File: config.mk
export PLATFORM = sky130hd
export DESIGN_NAME = voice_allocator
export DESIGN_NICKNAME = d
export VERILOG_FILES = /design/src/rtl/voice_allocator.sv
export SDC_FILE = /design/constraint.sdc
export NUM_CORES = 1
export LEC_CHECK = 0
export CORE_MARGIN = 1.5
export CORE_UTILIZATION = 55
export CTS_CLUSTER_DIAMETER = 150
export DETAILED_ROUTE_END_ITERATION = 6
export PLACE_DENSITY = 0.78
export SLEW_MARGIN = 20
export SYNTH_ARGS = -nofsm -noshare
export SYNTH_HDL_FRONTEND = slang
export SYNTH_SLANG_ARGS = --single-unit
File: constraint.sdc
create_clock -name clk -period 4.3 [get_ports clk]
set_clock_uncertainty 0.2 [all_clocks]
set_input_delay 0.645 -clock clk [delete_from_list [all_inputs] [get_ports clk]]
set_output_delay 0.645 -clock clk [all_outputs]
set_load 0.01 [all_outputs]
File: src/rtl/voice_allocator.sv
// rtl/voice_allocator.sv - polyphonic voice allocator with match/free/oldest-steal policy
`ifndef N_OSCILLATORS
`define N_OSCILLATORS 8
`endif

module voice_allocator #(
  parameter int N_VOICES = `N_OSCILLATORS,
  parameter int AGE_W    = 8
) (
  input  logic                        clk,
  input  logic                        rstn,
  input  logic                        ev_valid,
  output logic                        ev_ready,
  input  logic                        ev_on,
  input  logic [6:0]                  ev_note,
  input  logic [7:0]                  ev_velocity,
  output logic                        voice_we,
  output logic [$clog2(N_VOICES)-1:0] voice_idx,
  output logic [6:0]                  voice_note,
  output logic [7:0]                  voice_velocity,
  output logic                        voice_gate,
  output logic                        stolen,
  output logic [N_VOICES-1:0]         active_mask
);

  localparam int IW = $clog2(N_VOICES);
  localparam logic [IW-1:0] LAST = IW'(N_VOICES - 1);
  localparam logic [AGE_W-1:0] AGE_MAX = {AGE_W{1'b1}};

  typedef enum logic [1:0] {IDLE, SCAN, WRITE} state_t;

  state_t state, state_next;

  logic [IW-1:0]    cnt;
  logic             lat_on;
  logic [6:0]       lat_note;
  logic [7:0]       lat_vel;

  logic [N_VOICES-1:0] active;
  logic [6:0]          note_tab [N_VOICES];
  logic [AGE_W-1:0]    age      [N_VOICES];

  // Running scan results: match, free and oldest candidates
  logic             m_hit, f_hit, o_hit;
  logic [IW-1:0]    m_idx, f_idx, o_idx;
  logic [AGE_W-1:0] o_age;
  logic             m_hit_n, f_hit_n, o_hit_n;
  logic [IW-1:0]    m_idx_n, f_idx_n, o_idx_n;
  logic [AGE_W-1:0] o_age_n;

  // Resolved target, frozen for the WRITE cycle
  logic             t_hit, t_steal;
  logic [IW-1:0]    t_idx;
  logic             d_hit, d_steal;
  logic [IW-1:0]    d_idx;

  assign active_mask = active;

  // State register
  always_ff @(posedge clk) begin
    if (!rstn) state <= IDLE;
    else       state <= state_next;
  end

  // Next-state and handshake/strobe outputs
  always_comb begin
    state_next = state;
    ev_ready   = 1'b0;
    voice_we   = 1'b0;
    stolen     = 1'b0;
    case (state)
      IDLE: begin
        ev_ready = rstn;
        if (ev_valid) state_next = SCAN;
      end
      SCAN: begin
        if (cnt == LAST) state_next = WRITE;
      end
      WRITE: begin
        voice_we   = t_hit;
        stolen     = t_steal;
        state_next = IDLE;
      end
      default: state_next = IDLE;
    endcase
  end

  // Fold the voice under inspection into the candidate trackers
  always_comb begin
    m_hit_n = m_hit;
    m_idx_n = m_idx;
    f_hit_n = f_hit;
    f_idx_n = f_idx;
    o_hit_n = o_hit;
    o_idx_n = o_idx;
    o_age_n = o_age;
    if (active[cnt] && note_tab[cnt] == lat_note && !m_hit) begin
      m_hit_n = 1'b1;
      m_idx_n = cnt;
    end
    if (!active[cnt] && !f_hit) begin
      f_hit_n = 1'b1;
      f_idx_n = cnt;
    end
    // strict compare keeps the lowest index on age ties
    if (active[cnt] && (!o_hit || age[cnt] > o_age)) begin
      o_hit_n = 1'b1;
      o_idx_n = cnt;
      o_age_n = age[cnt];
    end
  end

  // Target choice: note-on prefers match, then free, then steals oldest
  always_comb begin
    d_hit   = 1'b0;
    d_steal = 1'b0;
    d_idx   = '0;
    if (lat_on) begin
      if (m_hit_n) begin
        d_hit = 1'b1;
        d_idx = m_idx_n;
      end else if (f_hit_n) begin
        d_hit = 1'b1;
        d_idx = f_idx_n;
      end else begin
        d_hit   = o_hit_n;
        d_steal = o_hit_n;
        d_idx   = o_idx_n;
      end
    end else begin
      d_hit = m_hit_n;
      d_idx = m_idx_n;
    end
  end

  // Event latch, scan bookkeeping, voice table and output registers
  always_ff @(posedge clk) begin
    if (!rstn) begin
      cnt            <= '0;
      lat_on         <= 1'b0;
      lat_note       <= '0;
      lat_vel        <= '0;
      active         <= '0;
      m_hit          <= 1'b0;
      f_hit          <= 1'b0;
      o_hit          <= 1'b0;
      m_idx          <= '0;
      f_idx          <= '0;
      o_idx          <= '0;
      o_age          <= '0;
      t_hit          <= 1'b0;
      t_steal        <= 1'b0;
      t_idx          <= '0;
      voice_idx      <= '0;
      voice_note     <= '0;
      voice_velocity <= '0;
      voice_gate     <= 1'b0;
      for (int i = 0; i < N_VOICES; i++) begin
        age[i]      <= '0;
        note_tab[i] <= '0;
      end
    end else begin
      case (state)
        IDLE: begin
          if (ev_valid) begin
            lat_on   <= ev_on && (ev_velocity != 8'd0);
            lat_note <= ev_note;
            lat_vel  <= ev_velocity;
            cnt      <= '0;
            m_hit    <= 1'b0;
            f_hit    <= 1'b0;
            o_hit    <= 1'b0;
          end
        end
        SCAN: begin
          cnt   <= cnt + 1'b1;
          m_hit <= m_hit_n;
          m_idx <= m_idx_n;
          f_hit <= f_hit_n;
          f_idx <= f_idx_n;
          o_hit <= o_hit_n;
          o_idx <= o_idx_n;
          o_age <= o_age_n;
          if (cnt == LAST) begin
            t_hit   <= d_hit;
            t_steal <= d_steal;
            t_idx   <= d_idx;
            if (d_hit) begin
              voice_idx      <= d_idx;
              voice_note     <= lat_on ? lat_note : note_tab[d_idx];
              voice_velocity <= lat_on ? lat_vel : 8'd0;
              voice_gate     <= lat_on;
            end
          end
        end
        WRITE: begin
          if (t_hit) begin
            if (lat_on) begin
              active[t_idx]   <= 1'b1;
              note_tab[t_idx] <= lat_note;
              for (int i = 0; i < N_VOICES; i++) begin
                if (IW'(i) == t_idx)
                  age[i] <= '0;
                else if (active[i] && age[i] != AGE_MAX)
                  age[i] <= age[i] + 1'b1;
              end
            end else begin
              active[t_idx] <= 1'b0;
            end
          end
          t_hit   <= 1'b0;
          t_steal <= 1'b0;
        end
        default: ;
      endcase
    end
  end

endmodule

==> impl_metrics.py, run 1 <==
metrics = {
    "sta": {
        "relSlewSlack": 0.453,
        "period_needed_ns": 4.30,
        "setup_violations": 1,
        "fmax_mhz": 233,
        "layout_setup_ws_ns": -0.000375,
        "slew_viol_final": 0,
        "rsz0062_at_grt": "yes",
        "timing_hold_violations_final": 0,
        "tightestPinTransition_ns": 0.818,
        "period_share": 1.00,
    },
    "clock_network": {
        "clk_latency_ns": 0.44,
        "clockRootBuffer": "clkbuf_16",
        "postCtsHoldBufs": 0,
        "cts.sink_count": 196,
        "cts_tree": "yes",
        "htree_levels": 4,
        "cts_made_buffers": 17,
        "clkTransAtPathRegs_ns": 0.08,
        "cts_buffer_depth": 2,
    },
    "synth": {
        "yosysSeqAreaShare": 0.479,
        "async_reset_ff_frac": 0,
        "ys_types": 73,
        "synth_cells": 1019,
        "syn-mean-instance-area_um2": 10.5,
        "synth_warnings": 0,
        "netlist_area_um2": 10700,
        "synth_flop_cell": "edfxtp_1",
        "synth_edf_count": 120,
        "syn_nets": 1056,
        "ys_ff_latch": 196,
    },
    "setup_path": {
        "path_cells": "mux4_2, mux2_4, ha_4, a211oi_2, nor2_2, nor4bb_4, or2_4, a221oi_4, nor4_4, buf_4, buf_6, o21ai_1, a31oi_1, a221oi_2, o22ai_1",
        "r2r-start": "age[7][5]$_SDFFCE_PN0P_",
        "crit_path_end_kind": "register",
        "timing.rr.end": "voice_note[5]$_SDFFE_PN0P_",
        "slowest_delay_ns": 0.51,
        "crit_arrival_ns": 4.46,
        "reg2reg_depth": 15,
        "crit_slowest_cell": "edfxtp_1",
        "crit_family": "simple AND/OR/NAND/NOR gates",
        "cp-start-kind": "register",
        "cp_data_required_time_ns": 4.46,
        "ff2ff_setup_slack_ns": -0.0004,
        "cp_num_buf_inv": 2,
        "critPathMaxFanout": 10,
        "crit_type": "reg2reg",
    },
    "place": {
        "portBuffers": 48,
        "gp_congestion": 0.954,
        "dp_hpwl_um": 19900,
        "dp_slack_ns": -0.0553,
    },
    "routing": {
        "remaining_drc_errors": 0,
        "first_pass_iters": 5,
        "post_drt_wl_per_cell_um": 21.2,
        "drtAntennaViolNets": 0,
        "vias_per_cell": 6.24,
        "dr_total_vias": 8396,
        "totalWireLength_um": 28500,
        "dr.first_iter.drc_count": 820,
    },
    "min_path": {
        "hold_start": "lat_vel[2]$_SDFFE_PN0P_",
        "hold_depth": 2,
        "min_to": "voice_velocity[2]$_SDFFE_PN0P_",
        "hold_class": "reg2reg",
    },
    "pwr": {
        "pwr-share-comb": 0.087,
        "switchingPower_uw": 1010,
        "ir_drop_mv": 0.278,
        "internal_power_uw": 2980,
        "p_sw_frac": 0.253,
        "pwr-share-seq": 0.527,
        "clkPwrFrac": 0.386,
        "cellPowerDensity_nw_per_um2": 321,
        "p_leak_uw": 0.00442,
    },
    "global_route": {
        "grt_start_max_net_pins": 97,
        "grt_pass1_vias": 7967,
        "grt_pass1_wl_um": 44200,
        "track_usage": 0.288,
        "grt-ovfl-total": 0,
        "antenna_found_initial": 0,
    },
    "floorplanning": {
        "boundaryPins": 49,
        "start_util": 0.566,
        "fp.dieW_um": 142,
        "die_h_um": 142,
        "fp-row-count": 50,
        "design.core.area_um2": 18900,
        "dieArea_um2": 20300,
    },
    "layout": {
        "nNetsFinal": 1109,
        "post-route-util": 0.657,
        "n_antenna_cell": 0,
        "area_delta_synth_final_pct": 16.1,
        "n_fill_cell": 1451,
        "drive_gt1_frac": 0.155,
    },
    "outcome": {
        "status": "finished with violations",
        "violations": "setup timing",
    },
    "job": {
        "maxCapViolCount": 0,
    },
}
through the flow:
| step | total power [µW] | hold slack (ns) | area [µm²] | std cells | TNS, ns |
|---|---|---|---|---|---|
| finish | 3990 | 0.265 | 12400 | 1345 | -0.000375 |
| global route | 4110 | 0.279 | 12400 | 1345 | -0.685 |
| CTS | 3970 | 0.268 | 12100 | 1337 | 0 |
| detailed placement | 2450 | 0.257 | 11600 | 1305 | -0.251 |
| global placement | 2440 | 0.246 | 11600 | 1305 | 0 |
| floorplan | 2330 | 0.241 | 10700 | 1019 | 0 |
flip-flops by register name, summed over array words and instances, names as in the netlist, named ones only:
register and count:
t_idx 3, voice_idx 3, voice_velocity 8, o_hit 1
voice_gate 1, t_steal 1, lat_on 1, o_age 8
note_tab 56, m_idx 3, f_hit 1, t_hit 1
age 64, voice_note 7, f_idx 3, o_idx 3
lat_vel 8, lat_note 7, state 2, m_hit 1
cnt 3
synth_stat cells (7+ instances only):
| library cell | number | share of area |
|---|---|---|
| mux2_2 | 9 | 0.0095 |
| nor2b_1 | 19 | 0.011 |
| o22ai_1 | 8 | 0.0047 |
| mux4_2 | 16 | 0.034 |
| a211oi_1 | 9 | 0.0063 |
| a31o_2 | 8 | 0.0066 |
| nand3_1 | 97 | 0.045 |
| clkbuf_1 | 42 | 0.015 |
| o21ai_1 | 20 | 0.0094 |
| nand2_1 | 91 | 0.032 |
| inv_1 | 17 | 0.0060 |
| ha_1 | 18 | 0.021 |
| dfxtp_1 | 76 | 0.14 |
| mux2i_1 | 37 | 0.035 |
| a221oi_2 | 7 | 0.0098 |
| a21boi_0 | 36 | 0.025 |
| nand2b_1 | 15 | 0.0088 |
| o21ai_0 | 26 | 0.012 |
| edfxtp_1 | 120 | 0.34 |
| xnor2_1 | 10 | 0.0082 |
| a31oi_1 | 7 | 0.0041 |
| a22oi_1 | 8 | 0.0056 |
| and2_1 | 56 | 0.033 |
| o311a_1 | 7 | 0.0066 |
| buf_2 | 7 | 0.0033 |
| nor2_1 | 85 | 0.030 |
| and3_1 | 27 | 0.016 |
| xor2_1 | 39 | 0.032 |
| a21oi_1 | 11 | 0.0051 |
worst max path at each step:
| stage | from | endpoint | cells after the start |
|---|---|---|---|
| after floorplan | register | voice_note[0]$_SDFFE_PN0P_ | 18 |
| after global placement | register | voice_note[5]$_SDFFE_PN0P_ | 13 |
| after detailed placement | register | voice_note[5]$_SDFFE_PN0P_ | 14 |
| after CTS | register | voice_note[5]$_SDFFE_PN0P_ | 14 |
| after global routing | register | voice_note[5]$_SDFFE_PN0P_ | 14 |
| final | age[7][5]$_SDFFCE_PN0P_ | voice_note[5]$_SDFFE_PN0P_ | 15 |
layer usage:
layer / share of wire / up-vias / GRT usage / wire length [µm]
li1: - / 3844 / - / -
met1: 0.41 / 4034 / 0.373 / 11700
met2: 0.47 / 433 / 0.469 / 13400
met3: 0.072 / 85 / 0.0501 / 2050
met4: 0.047 / 0 / 0.142 / 1330
met5: 0 / - / 0 / 0
power groups by stage:
stage	logic [µW]	registers, µW	clock network (µW)
floorplan	221	2110	0
global placement	304	2140	0
detailed placement	307	2140	0
CTS	312	2100	1560
global route	375	2110	1630
finish	348	2100	1540
what timing repair did:
item | CTS | global route
setup buffers | 0 | 5
pin swaps | 2 | 16
gates cloned | 0 | 3
setup endpoints to repair | 7 | 7
resized for setup | 3 | 37
worst register-to-register path, stage by stage, from the launching register on:
cell      delay, ns
edfxtp_1       0.51
mux4_2         0.51
mux2_4         0.29
ha_4           0.22
a211oi_2       0.24
nor2_2         0.11
nor4bb_4       0.44
or2_4          0.22
a221oi_4       0.08
nor4_4         0.47
buf_4          0.20
buf_6          0.13
o21ai_1        0.08
a31oi_1        0.24
a221oi_2       0.09
o22ai_1        0.18
layout by cell type, fill, tap and decap left out, drive strengths merged, types with 4 or more instances in the layout:
| master | Yosys | final |
|---|---|---|
| a22oi | 8 | 8 |
| or2 | 5 | 5 |
| xor2 | 39 | 39 |
| nor3 | 5 | 5 |
| and3 | 27 | 27 |
| nor2 | 88 | 88 |
| o311a | 7 | 7 |
| o22ai | 8 | 8 |
| inv | 18 | 27 |
| a211oi | 9 | 9 |
| nor2b | 20 | 20 |
| nand3b | 4 | 4 |
| dfxtp | 76 | 76 |
| nand4 | 5 | 5 |
| o21ai | 47 | 47 |
| mux2 | 14 | 14 |
| ha | 18 | 18 |
| xnor2 | 10 | 10 |
| mux4 | 21 | 21 |
| clkdlybuf4s50 | 0 | 47 |
| mux2i | 38 | 38 |
| nand2b | 15 | 15 |
| buf | 16 | 43 |
| and2 | 58 | 58 |
| clkinv | 0 | 4 |
| a21oi | 11 | 11 |
| nand2 | 91 | 91 |
| nor4 | 6 | 6 |
| a31oi | 7 | 7 |
| a22o | 4 | 4 |
| clkbuf | 42 | 21 |
| o211a | 4 | 4 |
| edfxtp | 120 | 120 |
| nand3 | 97 | 97 |
| a31o | 8 | 8 |
| a21boi | 36 | 36 |
| a221oi | 10 | 10 |
final cells by class:
class	instances	area [µm²]	area share
flip-flops and latches	196	5130	0.414
inverters	18	67.6	0.00544
multi-input cells	747	5430	0.437
clock inverters	13	116	0.00937
clock buffers	19	443	0.0357
repair buffers	92	898	0.0724
well taps	260	325	0.0262
cell families after synthesis:
| logic type | after synthesis | share of synthesized area |
|---|---|---|
| and+or+nand+nor | 433 | 0.209 |
| DFF | 196 | 0.479 |
| AOI/OAI and AO/OA | 174 | 0.122 |
| buffers and inverters | 76 | 0.0317 |
| muxes | 73 | 0.0967 |
| xor gates and xnor gates | 49 | 0.0401 |
| adders and majority gates | 18 | 0.0211 |
Power figures use the tool's default switching activity.
==> inputs of run 2 (changes only) <==
CTS_CLUSTER_SIZE = 12   (was default)
==> results of run 2 <==
Same layout as run 1: the final DEF is identical, and so are final timing and power.
==> inputs of run 3 (changes only) <==
SKIP_CTS_REPAIR_TIMING = 1   (was default)
==> run 3 against run 2 <==
The run now ends clean; total power decreased by 0.17%; worst setup slack gained 0.054 ns; first-iteration DRC count down 3.2%; register-to-register slack better by 0.05 ns; highest routed layer unchanged.
==> impl_metrics.py, run 3 (same netlist as run 1, synthesis figures left out) <==
metrics = {
    "global_route": {
        "grt_pass1_wl_um": 44100,
        "grt_start_max_net_pins": 97,
        "antenna_found_initial": 0,
        "grt_pass1_vias": 7938,
        "track_usage": 0.287,
        "grt-ovfl-total": 0,
    },
    "job": {
        "maxCapViolCount": 0,
    },
    "place": {
        "dp_cells": 1305,
        "dp_hpwl_um": 19900,
        "gp_congestion": 0.954,
        "portBuffers": 48,
        "dp_slack_ns": -0.0553,
    },
    "routing": {
        "dr_total_vias": 8301,
        "post_drt_wl_per_cell_um": 20.9,
        "drtAntennaViolNets": 0,
        "vias_per_cell": 6.17,
        "totalWireLength_um": 28100,
        "first_pass_iters": 6,
        "remaining_drc_errors": 0,
        "dr.first_iter.drc_count": 794,
    },
    "min_path": {
        "min_to": "voice_velocity[2]$_SDFFE_PN0P_",
        "hold_depth": 2,
        "hold_start": "lat_vel[2]$_SDFFE_PN0P_",
        "hold_class": "reg2reg",
    },
    "outcome": {
        "status": "complete, no violations",
    },
    "floorplanning": {
        "dieArea_um2": 20300,
        "fp-row-count": 50,
        "die_h_um": 142,
        "boundaryPins": 49,
        "fp.dieW_um": 142,
        "start_util": 0.566,
        "design.core.area_um2": 18900,
    },
    "sta": {
        "period_share": 0.988,
        "tightestPinTransition_ns": 0.806,
        "setup_violations": 0,
        "timing_hold_violations_final": 0,
        "period_needed_ns": 4.25,
        "fin_hold_ws_ns": 0.265,
        "slew_viol_final": 0,
        "layout_setup_ws_ns": 0.0533,
        "relSlewSlack": 0.461,
        "fmax_mhz": 235,
        "rsz0062_at_grt": "yes",
    },
    "clock_network": {
        "clockRootBuffer": "clkbuf_16",
        "clk_latency_ns": 0.44,
        "cts_made_buffers": 17,
        "cts_buffer_depth": 2,
        "cts.sink_count": 196,
        "cts_tree": "yes",
        "clkTransAtPathRegs_ns": 0.08,
        "htree_levels": 4,
    },
    "layout": {
        "nNetsFinal": 1110,
        "largest_register_ff_count": 64,
        "post-route-util": 0.653,
        "final_cell_mix": "120 x edfxtp_1, 97 x nand3_1, 90 x nand2_1, 84 x nor2_1, 73 x dfxtp_1",
        "area_delta_synth_final_pct": 15.4,
        "top_register": "age",
        "drive_gt1_frac": 0.150,
        "final_cells": 1346,
        "reg_top3": "age x64, note_tab x56",
        "n_antenna_cell": 0,
        "final_common_cell": "edfxtp_1",
    },
    "setup_path": {
        "crit_slowest_cell": "edfxtp_1",
        "path_cells": "mux4_2, mux2_4, ha_4, a211oi_2, nor2_2, nor4bb_4, or2_4, a221oi_2, buf_4, or4_1, buf_6, nand3_1, nand3_1, a221oi_2, o22ai_1",
        "crit_family": "simple AND/OR/NAND/NOR gates",
        "reg2reg_depth": 15,
        "slowest_delay_ns": 0.51,
        "cp-start-kind": "register",
        "timing.rr.end": "voice_note[5]$_SDFFE_PN0P_",
        "crit_path_end_kind": "register",
        "critPathMaxFanout": 14,
        "r2r-start": "age[7][5]$_SDFFCE_PN0P_",
        "crit_type": "reg2reg",
        "cp_num_buf_inv": 2,
        "ff2ff_setup_slack_ns": 0.05,
        "crit_arrival_ns": 4.37,
        "cp_data_required_time_ns": 4.42,
    },
    "pwr": {
        "p_leak_uw": 0.00441,
        "switchingPower_uw": 1010,
        "cellPowerDensity_nw_per_um2": 323,
        "internal_power_uw": 2970,
        "p_sw_frac": 0.253,
        "pwr-share-seq": 0.527,
        "pwr-share-comb": 0.085,
        "clkPwrFrac": 0.387,
        "ir_drop_mv": 0.278,
    },
}
## run 3: cell count changes in the layout (fill, tap and decap cells not counted), moves of 2 or more
cell and change:
a211oi_2 -3, ha_1 +2, ha_4 -3, a211oi_1 +3
## run 3: layer usage
metal | vias up | wire length, µm | track usage | share of wire
met5 | - | 0 | 0 | 0
met4 | 0 | 1160 | 0.133 | 0.041
met3 | 76 | 2000 | 0.0515 | 0.071
met2 | 390 | 13300 | 0.469 | 0.47
met1 | 3997 | 11700 | 0.373 | 0.42
li1 | 3838 | - | - | -
## run 3: worst max-delay path by stage
stage          slack (ns)                         end  cells after the start                     from
2_1_floorplan        0.04  voice_note[0]$_SDFFE_PN0P_                     18                 register
3_3_place_gp         0.01  voice_note[5]$_SDFFE_PN0P_                     13                 register
3_5_place_dp        -0.06  voice_note[5]$_SDFFE_PN0P_                     14                 register
4_1_cts             -0.07  voice_note[5]$_SDFFE_PN0P_                     14                 register
5_1_grt             -0.12  voice_note[0]$_SDFFE_PN0P_                     16                 register
6_report             0.05  voice_note[5]$_SDFFE_PN0P_                     15  age[7][5]$_SDFFCE_PN0P_
## run 3: metrics by stage
stage	cell area (µm²)	TNS, ns	total power [µW]
floorplan	10700	0	2330
global placement	11600	0	2440
detailed placement	11600	-0.251	2450
CTS	12100	-0.361	3970
global route	12300	-0.649	4100
finish	12300	0	3980
## run 3: power groups by stage
stage	logic [µW]	registers, µW	clock network (µW)
final	341	2100	1540
after global routing	369	2110	1630
after global placement	304	2140	0
after floorplan	221	2110	0
after CTS	310	2100	1560
after detailed placement	307	2140	0
## run 3: layout make-up
type / count / area (µm²)
multi-input combinational: 747 / 5350
sequential: 196 / 5130
inverter: 18 / 67.6
clock inverter: 13 / 116
tap: 260 / 325
timing repair buffer: 93 / 903
fill: 1470 / 6550
clock buffer: 19 / 443
## run 3: worst register-to-register path, delay by kind of cell (launching register included)
family / cells / cell delay, ns
mux: 2 / 0.80
fa+ha+maj: 1 / 0.23
compound gates: 4 / 0.70
simple gates: 6 / 1.38
flops: 1 / 0.51
buf+inv: 2 / 0.33
